File: src/rtl/zuss_lsu_if.sv
// zuss_lsu_if: pipeline request/response channel plus the data-memory port of the ZUSS load/store unit.
// The slave modport is the LSU itself; the master modport is its environment (pipeline and memory).
interface zuss_lsu_if;
    logic        req_valid;
    logic        req_ready;
    logic        req_we;
    logic [1:0]  req_size;
    logic        req_unsigned;
    logic [31:0] req_addr;
    logic [31:0] req_wdata;
    logic        resp_valid;
    logic [31:0] resp_rdata;
    logic [31:0] mem_addr;
    logic [31:0] mem_wdata;
    logic [3:0]  mem_we;
    logic [31:0] mem_rdata;

    modport master (
        output req_valid, req_we, req_size, req_unsigned, req_addr, req_wdata, mem_rdata,
        input  req_ready, resp_valid, resp_rdata, mem_addr, mem_wdata, mem_we
    );

    modport slave (
        input  req_valid, req_we, req_size, req_unsigned, req_addr, req_wdata, mem_rdata,
        output req_ready, resp_valid, resp_rdata, mem_addr, mem_wdata, mem_we
    );
endinterface

File: src/rtl/zuss_lsu.sv
// zuss_lsu: byte/half/word load-store unit in front of the ZUSS data memory.
// Misaligned accesses that straddle a word boundary become two memory accesses.
//
// state | meaning
// IDLE  | ready for a request; response (if any) is presented here
// A0    | first (or only) memory word addressed / written
// A1    | second word of a split access; first read word captured
// FIN   | last read word on mem_rdata; response composed at exit
module zuss_lsu (
    input  logic      clk,
    input  logic      rst,
    zuss_lsu_if.slave bus
);
    typedef enum logic [1:0] {
        S_IDLE = 2'd0,
        S_A0   = 2'd1,
        S_A1   = 2'd2,
        S_FIN  = 2'd3
    } state_t;

    state_t      r_state;
    state_t      w_state_nxt;

    logic        w_accept;
    logic [3:0]  w_req_nmask;
    logic [7:0]  w_req_lanes;
    logic [63:0] w_req_data;
    logic        w_req_split;

    logic        r_we;
    logic        r_unsigned;
    logic        r_split;
    logic [1:0]  r_size;
    logic [1:0]  r_off;
    logic [3:0]  r_hi_we;
    logic [31:0] r_hi_wdata;
    logic [31:0] r_lo_buf;

    logic [31:0] r_mem_addr;
    logic [31:0] r_mem_wdata;
    logic [3:0]  r_mem_we;
    logic        r_resp_valid;
    logic [31:0] r_resp_rdata;

    logic [63:0] w_load_w64;
    logic [31:0] w_load_x;
    logic [31:0] w_load;

    assign w_accept       = bus.req_valid && (r_state == S_IDLE);
    assign bus.req_ready  = (r_state == S_IDLE);
    assign bus.mem_addr   = r_mem_addr;
    assign bus.mem_wdata  = r_mem_wdata;
    assign bus.mem_we     = r_mem_we;
    assign bus.resp_valid = r_resp_valid;
    assign bus.resp_rdata = r_resp_rdata;

    // State register.
    always_ff @(posedge clk or posedge rst) begin
        if (rst) begin
            r_state <= S_IDLE;
        end else begin
            r_state <= w_state_nxt;
        end
    end

    // Next-state logic.
    always_comb begin
        w_state_nxt = r_state;
        case (r_state)
            S_IDLE:  if (bus.req_valid) w_state_nxt = S_A0;
            S_A0:    w_state_nxt = r_split ? S_A1 : S_FIN;
            S_A1:    w_state_nxt = S_FIN;
            S_FIN:   w_state_nxt = S_IDLE;
            default: w_state_nxt = S_IDLE;
        endcase
    end

    // Request decode: lanes and shifted data across an 8-lane (two-word) window.
    always_comb begin
        case (bus.req_size)
            2'b00:   w_req_nmask = 4'b0001;
            2'b01:   w_req_nmask = 4'b0011;
            default: w_req_nmask = 4'b1111;
        endcase
        w_req_lanes = {4'b0000, w_req_nmask} << bus.req_addr[1:0];
        w_req_split = |w_req_lanes[7:4];
        w_req_data  = {32'h0000_0000, bus.req_wdata} << {bus.req_addr[1:0], 3'b000};
    end

    // Load compose: align the one or two read words and extend to 32 bits.
    always_comb begin
        w_load_w64 = r_split ? {bus.mem_rdata, r_lo_buf} : {32'h0000_0000, bus.mem_rdata};
        w_load_x   = w_load_w64[{r_off, 3'b000} +: 32];
        case (r_size)
            2'b00:   w_load = {{24{~r_unsigned & w_load_x[7]}}, w_load_x[7:0]};
            2'b01:   w_load = {{16{~r_unsigned & w_load_x[15]}}, w_load_x[15:0]};
            default: w_load = w_load_x;
        endcase
    end

    // Datapath: request capture, registered memory port, read buffering and response.
    always_ff @(posedge clk or posedge rst) begin
        if (rst) begin
            r_we         <= 1'b0;
            r_unsigned   <= 1'b0;
            r_split      <= 1'b0;
            r_size       <= 2'b00;
            r_off        <= 2'b00;
            r_hi_we      <= 4'b0000;
            r_hi_wdata   <= 32'h0000_0000;
            r_lo_buf     <= 32'h0000_0000;
            r_mem_addr   <= 32'h0000_0000;
            r_mem_wdata  <= 32'h0000_0000;
            r_mem_we     <= 4'b0000;
            r_resp_valid <= 1'b0;
            r_resp_rdata <= 32'h0000_0000;
        end else begin
            r_resp_valid <= 1'b0;
            case (r_state)
                S_IDLE: begin
                    if (w_accept) begin
                        r_we        <= bus.req_we;
                        r_unsigned  <= bus.req_unsigned;
                        r_split     <= w_req_split;
                        r_size      <= bus.req_size;
                        r_off       <= bus.req_addr[1:0];
                        // Second-word lanes/data are precomputed so A1 needs no shifter.
                        r_hi_we     <= bus.req_we ? w_req_lanes[7:4] : 4'b0000;
                        r_hi_wdata  <= w_req_data[63:32];
                        r_mem_addr  <= {bus.req_addr[31:2], 2'b00};
                        r_mem_we    <= bus.req_we ? w_req_lanes[3:0] : 4'b0000;
                        r_mem_wdata <= w_req_data[31:0];
                    end
                end
                S_A0: begin
                    if (r_split) begin
                        r_mem_addr  <= r_mem_addr + 32'd4;
                        r_mem_we    <= r_hi_we;
                        r_mem_wdata <= r_hi_wdata;
                    end else begin
                        r_mem_we    <= 4'b0000;
                    end
                end
                S_A1: begin
                    r_lo_buf <= bus.mem_rdata;
                    r_mem_we <= 4'b0000;
                end
                S_FIN: begin
                    r_resp_valid <= 1'b1;
                    r_resp_rdata <= r_we ? 32'h0000_0000 : w_load;
                end
                default: r_mem_we <= 4'b0000;
            endcase
        end
    end
endmodule

File: src/flat_wrapper.sv
// flat-port wrapper written by rule: the top's interface ports become plain ports
module zuss_lsu_flat 
  (clk, rst, bus_req_valid, bus_req_we, bus_req_size, bus_req_unsigned, bus_req_addr, bus_req_wdata, bus_mem_rdata, bus_req_ready, bus_resp_valid, bus_resp_rdata, bus_mem_addr, bus_mem_wdata, bus_mem_we);
  zuss_lsu_if bus_i ();
  input  logic clk;
  input  logic rst;
  input wire logic [$bits(bus_i.req_valid)-1:0] bus_req_valid;
  input wire logic [$bits(bus_i.req_we)-1:0] bus_req_we;
  input wire logic [$bits(bus_i.req_size)-1:0] bus_req_size;
  input wire logic [$bits(bus_i.req_unsigned)-1:0] bus_req_unsigned;
  input wire logic [$bits(bus_i.req_addr)-1:0] bus_req_addr;
  input wire logic [$bits(bus_i.req_wdata)-1:0] bus_req_wdata;
  input wire logic [$bits(bus_i.mem_rdata)-1:0] bus_mem_rdata;
  output wire logic [$bits(bus_i.req_ready)-1:0] bus_req_ready;
  output wire logic [$bits(bus_i.resp_valid)-1:0] bus_resp_valid;
  output wire logic [$bits(bus_i.resp_rdata)-1:0] bus_resp_rdata;
  output wire logic [$bits(bus_i.mem_addr)-1:0] bus_mem_addr;
  output wire logic [$bits(bus_i.mem_wdata)-1:0] bus_mem_wdata;
  output wire logic [$bits(bus_i.mem_we)-1:0] bus_mem_we;
  assign bus_i.req_valid = bus_req_valid;
  assign bus_i.req_we = bus_req_we;
  assign bus_i.req_size = bus_req_size;
  assign bus_i.req_unsigned = bus_req_unsigned;
  assign bus_i.req_addr = bus_req_addr;
  assign bus_i.req_wdata = bus_req_wdata;
  assign bus_i.mem_rdata = bus_mem_rdata;
  assign bus_req_ready = bus_i.req_ready;
  assign bus_resp_valid = bus_i.resp_valid;
  assign bus_resp_rdata = bus_i.resp_rdata;
  assign bus_mem_addr = bus_i.mem_addr;
  assign bus_mem_wdata = bus_i.mem_wdata;
  assign bus_mem_we = bus_i.mem_we;
  zuss_lsu u_core (.clk(clk), .rst(rst), .bus(bus_i));
endmodule
File: config.mk
export PLATFORM = sky130hd
export DESIGN_NAME = zuss_lsu_flat
export DESIGN_NICKNAME = d
export VERILOG_FILES = /design/src/rtl/zuss_lsu_if.sv /design/src/rtl/zuss_lsu.sv /design/src/flat_wrapper.sv
export SDC_FILE = /design/constraint.sdc
export NUM_CORES = 1
export LEC_CHECK = 0
export ABC_AREA = 1
export BUFFER_PORTS_ARGS = -buffer_cell sky130_fd_sc_hd__buf_2
export CAP_MARGIN = 25
export CORE_UTILIZATION = 38
export DETAILED_ROUTE_END_ITERATION = 8
export HOLD_SLACK_MARGIN = 0.02
export PLACE_DENSITY_LB_ADDON = 0.1
export SYNTH_ARGS = -nofsm -noshare
export SYNTH_HDL_FRONTEND = slang
export SYNTH_SLANG_ARGS = --single-unit
File: constraint.sdc
create_clock -name clk -period 5.6 [get_ports clk]
set_input_delay 0.56 -clock clk [delete_from_list [all_inputs] [get_ports clk]]
set_output_delay 0.56 -clock clk [all_outputs]
set_load 0.02 [all_outputs]
### Word-level counts from Yosys, hierarchy flattened

Index checks and enable logic that the tools add are counted.
W data, S select, Z words.

* register bits after elaboration: 178

* multiplexer cells: 19
* bitwise logic cells: 3
* shifts and indexed selects: 3
* reductions and logical operators: 10
* $add $sub $neg: 1
* eq/ne operators: 8

Operators by type and width (count)
* $pmux W32 S2: 3
* $mux W32: 5
* $mux W64: 1
* $shiftx A64 B6 Y32: 1
* $shl A32 B5 Y64: 1
* $add A32 B3 Y32 const B: 1
* $mux W4: 4
* $pmux W4 S3: 1
* $pmux W2 S4: 1
* $pmux W4 S2: 1
* $shl A4 B2 Y8: 1
* $eq A2 B1 Y1 const B: 3
* $logic_not A2 Y1: 3
* $eq A2 B2 Y1 const B: 2
* $ne A2 B1 Y1 const B: 2
* $reduce_and A2 Y1: 2
* $reduce_or A4 Y1: 1
* $reduce_and A3 Y1: 1
* $reduce_bool A3 Y1: 1
* $and A1 B1 Y1: 2
* $mux W1: 2
* $mux W2: 1
* $ne A2 B2 Y1 const B: 1
* $reduce_bool A2 Y1: 1
* 2 further kinds: 2

### Logic depth before layout (Yosys ltp)

* depth after elaboration: 6
* depth in mapped cells: 12
* depth with buffers taken out: 11

### Worst setup path before layout

Ideal clock, no wire load.

* path kind: register to register
* start: register u_core.r_state[0]
* end: register u_core.r_mem_addr[13] (netlist: u_core.bus.mem_addr[13])
* data arrival time: 1.679 ns
* library setup time: 0.113 ns
* cell stages (with the launch flop): 13
* period minus slack after synthesis: 1.791 ns
* required time: 5.487 ns
* slack: 3.809 ns
* cells stage by stage: dfrtp_1 > inv_1 > ha_1 > inv_1 > nor2_1 > inv_1 > nand2_1 > inv_1 > buf_2 > o21ai_0 > nand2_1 > nand2_1 > inv_1

* word-level cells in the longest chain between the ends: 4
* elaborated cells between the ends (all ways): 8

Ends and longest elaborated chain
* start, declared: RTL line zuss_lsu.sv:21 `state_t r_state;`
* start signal, assigned: RTL line zuss_lsu.sv:62 `r_state <= w_state_nxt;`
* $logic_not A2 Y1 (*)
* net bus_req_ready: RTL line flat_wrapper.sv:14 `output wire logic [$bits(bus_i.req_ready)-1:0] bus_req_ready;`
* $logic_and A1 B1 Y1: RTL line zuss_lsu.sv:49 `assign w_accept = bus.req_valid && (r_state == S_IDLE);`
* $ne A2 B1 Y1 (no line)
* $reduce_and A3 Y1 (no line)
* end signal, assigned: RTL line zuss_lsu.sv:130 `r_mem_addr <= {bus.req_addr[31:2], 2'b00};`
* end signal, assigned: RTL line zuss_lsu.sv:137 `r_mem_addr <= r_mem_addr + 32'd4;`
* end, declared: RTL line zuss_lsu.sv:39 `logic [31:0] r_mem_addr;`

Mark *: on every way through the listed nets, which the timed path passes. The rest lies on a longest branch.
A chain may end at the register's enable or synchronous reset.

### Final worst setup path

* start: register u_core.r_state[1]
* end: register u_core.r_mem_addr[18] (netlist: u_core.bus.mem_addr[18])

* word-level cells in the longest chain between the ends: 4
* elaborated cells between the ends (all ways): 8

Ends and longest elaborated chain (RTL line)
* $logic_not A2 Y1: zuss_lsu.sv:49, zuss_lsu.sv:119
* $logic_and A1 B1 Y1: zuss_lsu.sv:49
* $ne A2 B1 Y1 (no line)
* $reduce_and A3 Y1 (no line)

Several ways; a longest one is shown, not always the timed one.

==> metrics.txt <==
internal power component 3.604 mW; Yosys warnings 0; final period utilization 0.4996; clk_skew 0.01411 ns; switch share 0.4986; Fin. Hold Viols 0; Crit. Startpoint u_core.r_state[1]; GRT Total Usage 0.2553; total power 7.189 mW; Die Wd 163.4 µm; Max clock buf depth 2; pin count of the biggest net entering global routing 77; distinct cell type count after synthesis 36; slew at the pin with the worst max-slew slack 1.022 ns; setup TNS 0 ns; worst skew pair latency 0.44 ns; async set-reset flop share out of synthesis 1.000; maximum VDD drop 277.0 µV; CP max-delay cell buf_4; Gate Count Post-Synth 1461; DP Area 0.01103 mm²; num ports 205; Leakage 6.008 nW; Critical Path RT 5.92 ns; HPWL Detailed 23200 µm; number of synthesized flops with an enable pin 0; Psw 3.585 mW; Seq pwr share 0.304; initial antenna violation count 0; core area 0.02533 mm²; most common cell after layout, fill and taps aside nand2_1; Avg Inst Size Synth 6.773 µm²; run status finished, final reports clean; # Post-CTS Setup Buffers 0; area grow syn2layout 17.50%; port bufs 202; Tmin final 2.798 ns; Initial Util 0.3907; Max Slew Vio Count 0; Clock Sinks 167; CTS HTree Levels 4; final wirelength 33210 µm; count of state elements after synthesis 167; die height 163.4 µm; critical path class reg -> reg; endpoint type of the worst setup path register; Die Footprint 0.02669 mm²; most frequent cells in the layout nand2_1 (515), buf_2 (202), dfrtp_1 (166); Rel. slew slack 0.3177; reg-to-reg startpoint u_core.r_state[1]; CTS clk-pin slew, worst paths 0.07 ns; post-CTS sizing 0; share of cells above drive strength 1 0.1710; max incr delay on CP 0.64 ns; RSZ-0062 raised after global routing false; Highest Clock Rate 0.3574 GHz; Post-CTS Hold Fix Bufs 0; Synth Cell Area 0.009896 mm²; Final nets 1717; Worst EP arrival 3.12 ns; power per cell area 618.3 mW/mm²; Max Cap Viol 0; class of the worst hold path in -> async; total grt overflow 0; clock root buffer clkbuf_16; final core utilization 0.4591; # diodes 0; Combinational Power Share 0.522; first-pass GRT wire length 52430 µm; via total after detailed routing 10110; drt drc 0; WP buf/inv 4; drt initial violations 769; First-pass DRT Iterations 5; design area 0.01163 mm²; CP Cell Sequence inv_1, ha_2, buf_4, o21ai_0, nand2_2, buf_4, a21oi_1, o21ai_0, inv_1; TritonCTS clock tree built; CP Launch Type register; sequential area share after synthesis 0.4223; CP delay by family, top buffers and inverters; GP Congestion 0.9280; number of global-route vias before repair 9846; Detail Route Antenna Nets 0; final setup fails 0; TritonCTS Buffers 17; Clk pwr share 0.174; Max Fanout on Critical Path 76; Cell Rows 58; wire per inst 17.03 µm; drt via density 5.183; Synth Flop Type dfrtp_1
-- final timing paths --
| path | slack [ns] | cells after the start | endpoint |
|---|---|---|---|
| setup reg to reg | 2.80 | 9 | u_core.bus.mem_addr[18] |
| hold / removal | 0.25 | 2 | u_core.bus.resp_rdata[21] |
| setup / recovery | 2.80 | 9 | u_core.bus.mem_addr[18] |
| min in group clk | 0.36 | 3 | u_core.r_unsigned |
| max in group asynchronous | 4.10 | 3 | u_core.r_split |
| hold reg to reg | 0.48 | 2 | u_core.bus.resp_rdata[30] |
-- Yosys cell counts, drive strengths merged (4+ instances only) --
library cell,instances,area [µm²]
a21oi,88,440.4
nor2,151,574.3
a31oi,10,62.56
ha,5,62.56
a22oi,9,67.56
o21ai,164,820.8
o31ai,8,60.06
nand2,523,1986
o22ai,6,37.54
o211ai,16,120.1
dfrtp,167,4179
inv,103,386.6
clkbuf,50,187.7
nor3,4,20.02
nand3,91,478.0
nand4,6,37.54
buf,38,224.0
or2,11,68.81
-- worst register-to-register path, delay by kind of cell, from the launching register on --
kind                     cells  cell delay, ns
buffers and inverters        4            1.40
AO/OA/AOI/OAI                3            0.58
flip-flops                   1            0.42
adder cells (fa/ha/maj)      1            0.18
AND/OR/NAND/NOR              1            0.10
-- final cells by class --
| type | instances | area (µm²) |
|---|---|---|
| Fill cell | 2683 | 13700 |
| Multi-Input combinational cell | 1101 | 4918 |
| Sequential cell | 167 | 4180 |
| Timing Repair Buffer | 216 | 1116 |
| Clock buffer | 18 | 429.2 |
| Tap cell | 330 | 412.9 |
| Inverter | 106 | 402.9 |
| Clock inverter | 12 | 167.7 |
-- power groups by stage --
stage	Sequential (mW)	Combinational [mW]	Clock (mW)
3_5_place_dp	2.20	3.78	0
5_1_grt	2.25	4.26	1.32
6_report	2.19	3.75	1.25
4_1_cts	2.18	3.78	1.28
3_3_place_gp	2.20	3.71	0
2_1_floorplan	2.41	2.42	0
-- layer usage --
layer  track usage  part of all wire
met5             0                 0
met4        0.1037             0.034
met3       0.03707             0.050
met2        0.4185              0.47
met1        0.3362              0.44
-- cells by family (layout without fill, tap and decap cells) --
kind of cell	Yosys count	in the layout	synth area share
AOI/OAI and AO/OA	304	304	0.1653
adders and majority gates	5	5	0.006322
buffers and inverters	194	352	0.08180
DFF	167	167	0.4223
muxes	3	3	0.003414
other	1	2	0.0003790
and+or+nand+nor	787	787	0.3205
-- per-stage QoR --
step	setup slack (ns)	instances	hold WS (ns)
2_1_floorplan	0.5216	1462	0.4495
3_3_place_gp	2.874	1920	0.4586
3_5_place_dp	2.775	1920	0.4613
4_1_cts	2.779	1950	0.2811
5_1_grt	2.506	1950	0.3028
6_report	2.802	1950	0.2489
-- registers in the layout, summed over array words and instances (netlist names) --
| signal | count |
|---|---|
| u_core.r_unsigned | 1 |
| u_core.r_size | 2 |
| u_core.r_hi_we | 3 |
| u_core.r_we | 1 |
| u_core.r_hi_wdata | 24 |
| u_core.bus.resp_valid | 1 |
| u_core.bus.mem_wdata | 32 |
| u_core.bus.resp_rdata | 32 |
| u_core.bus.mem_we | 4 |
| u_core.r_split | 1 |
| u_core.r_lo_buf | 32 |
| u_core.bus.mem_addr | 30 |
| u_core.r_state | 2 |
| u_core.r_off | 2 |
Note: power is estimated with default switching activity, not from simulation.
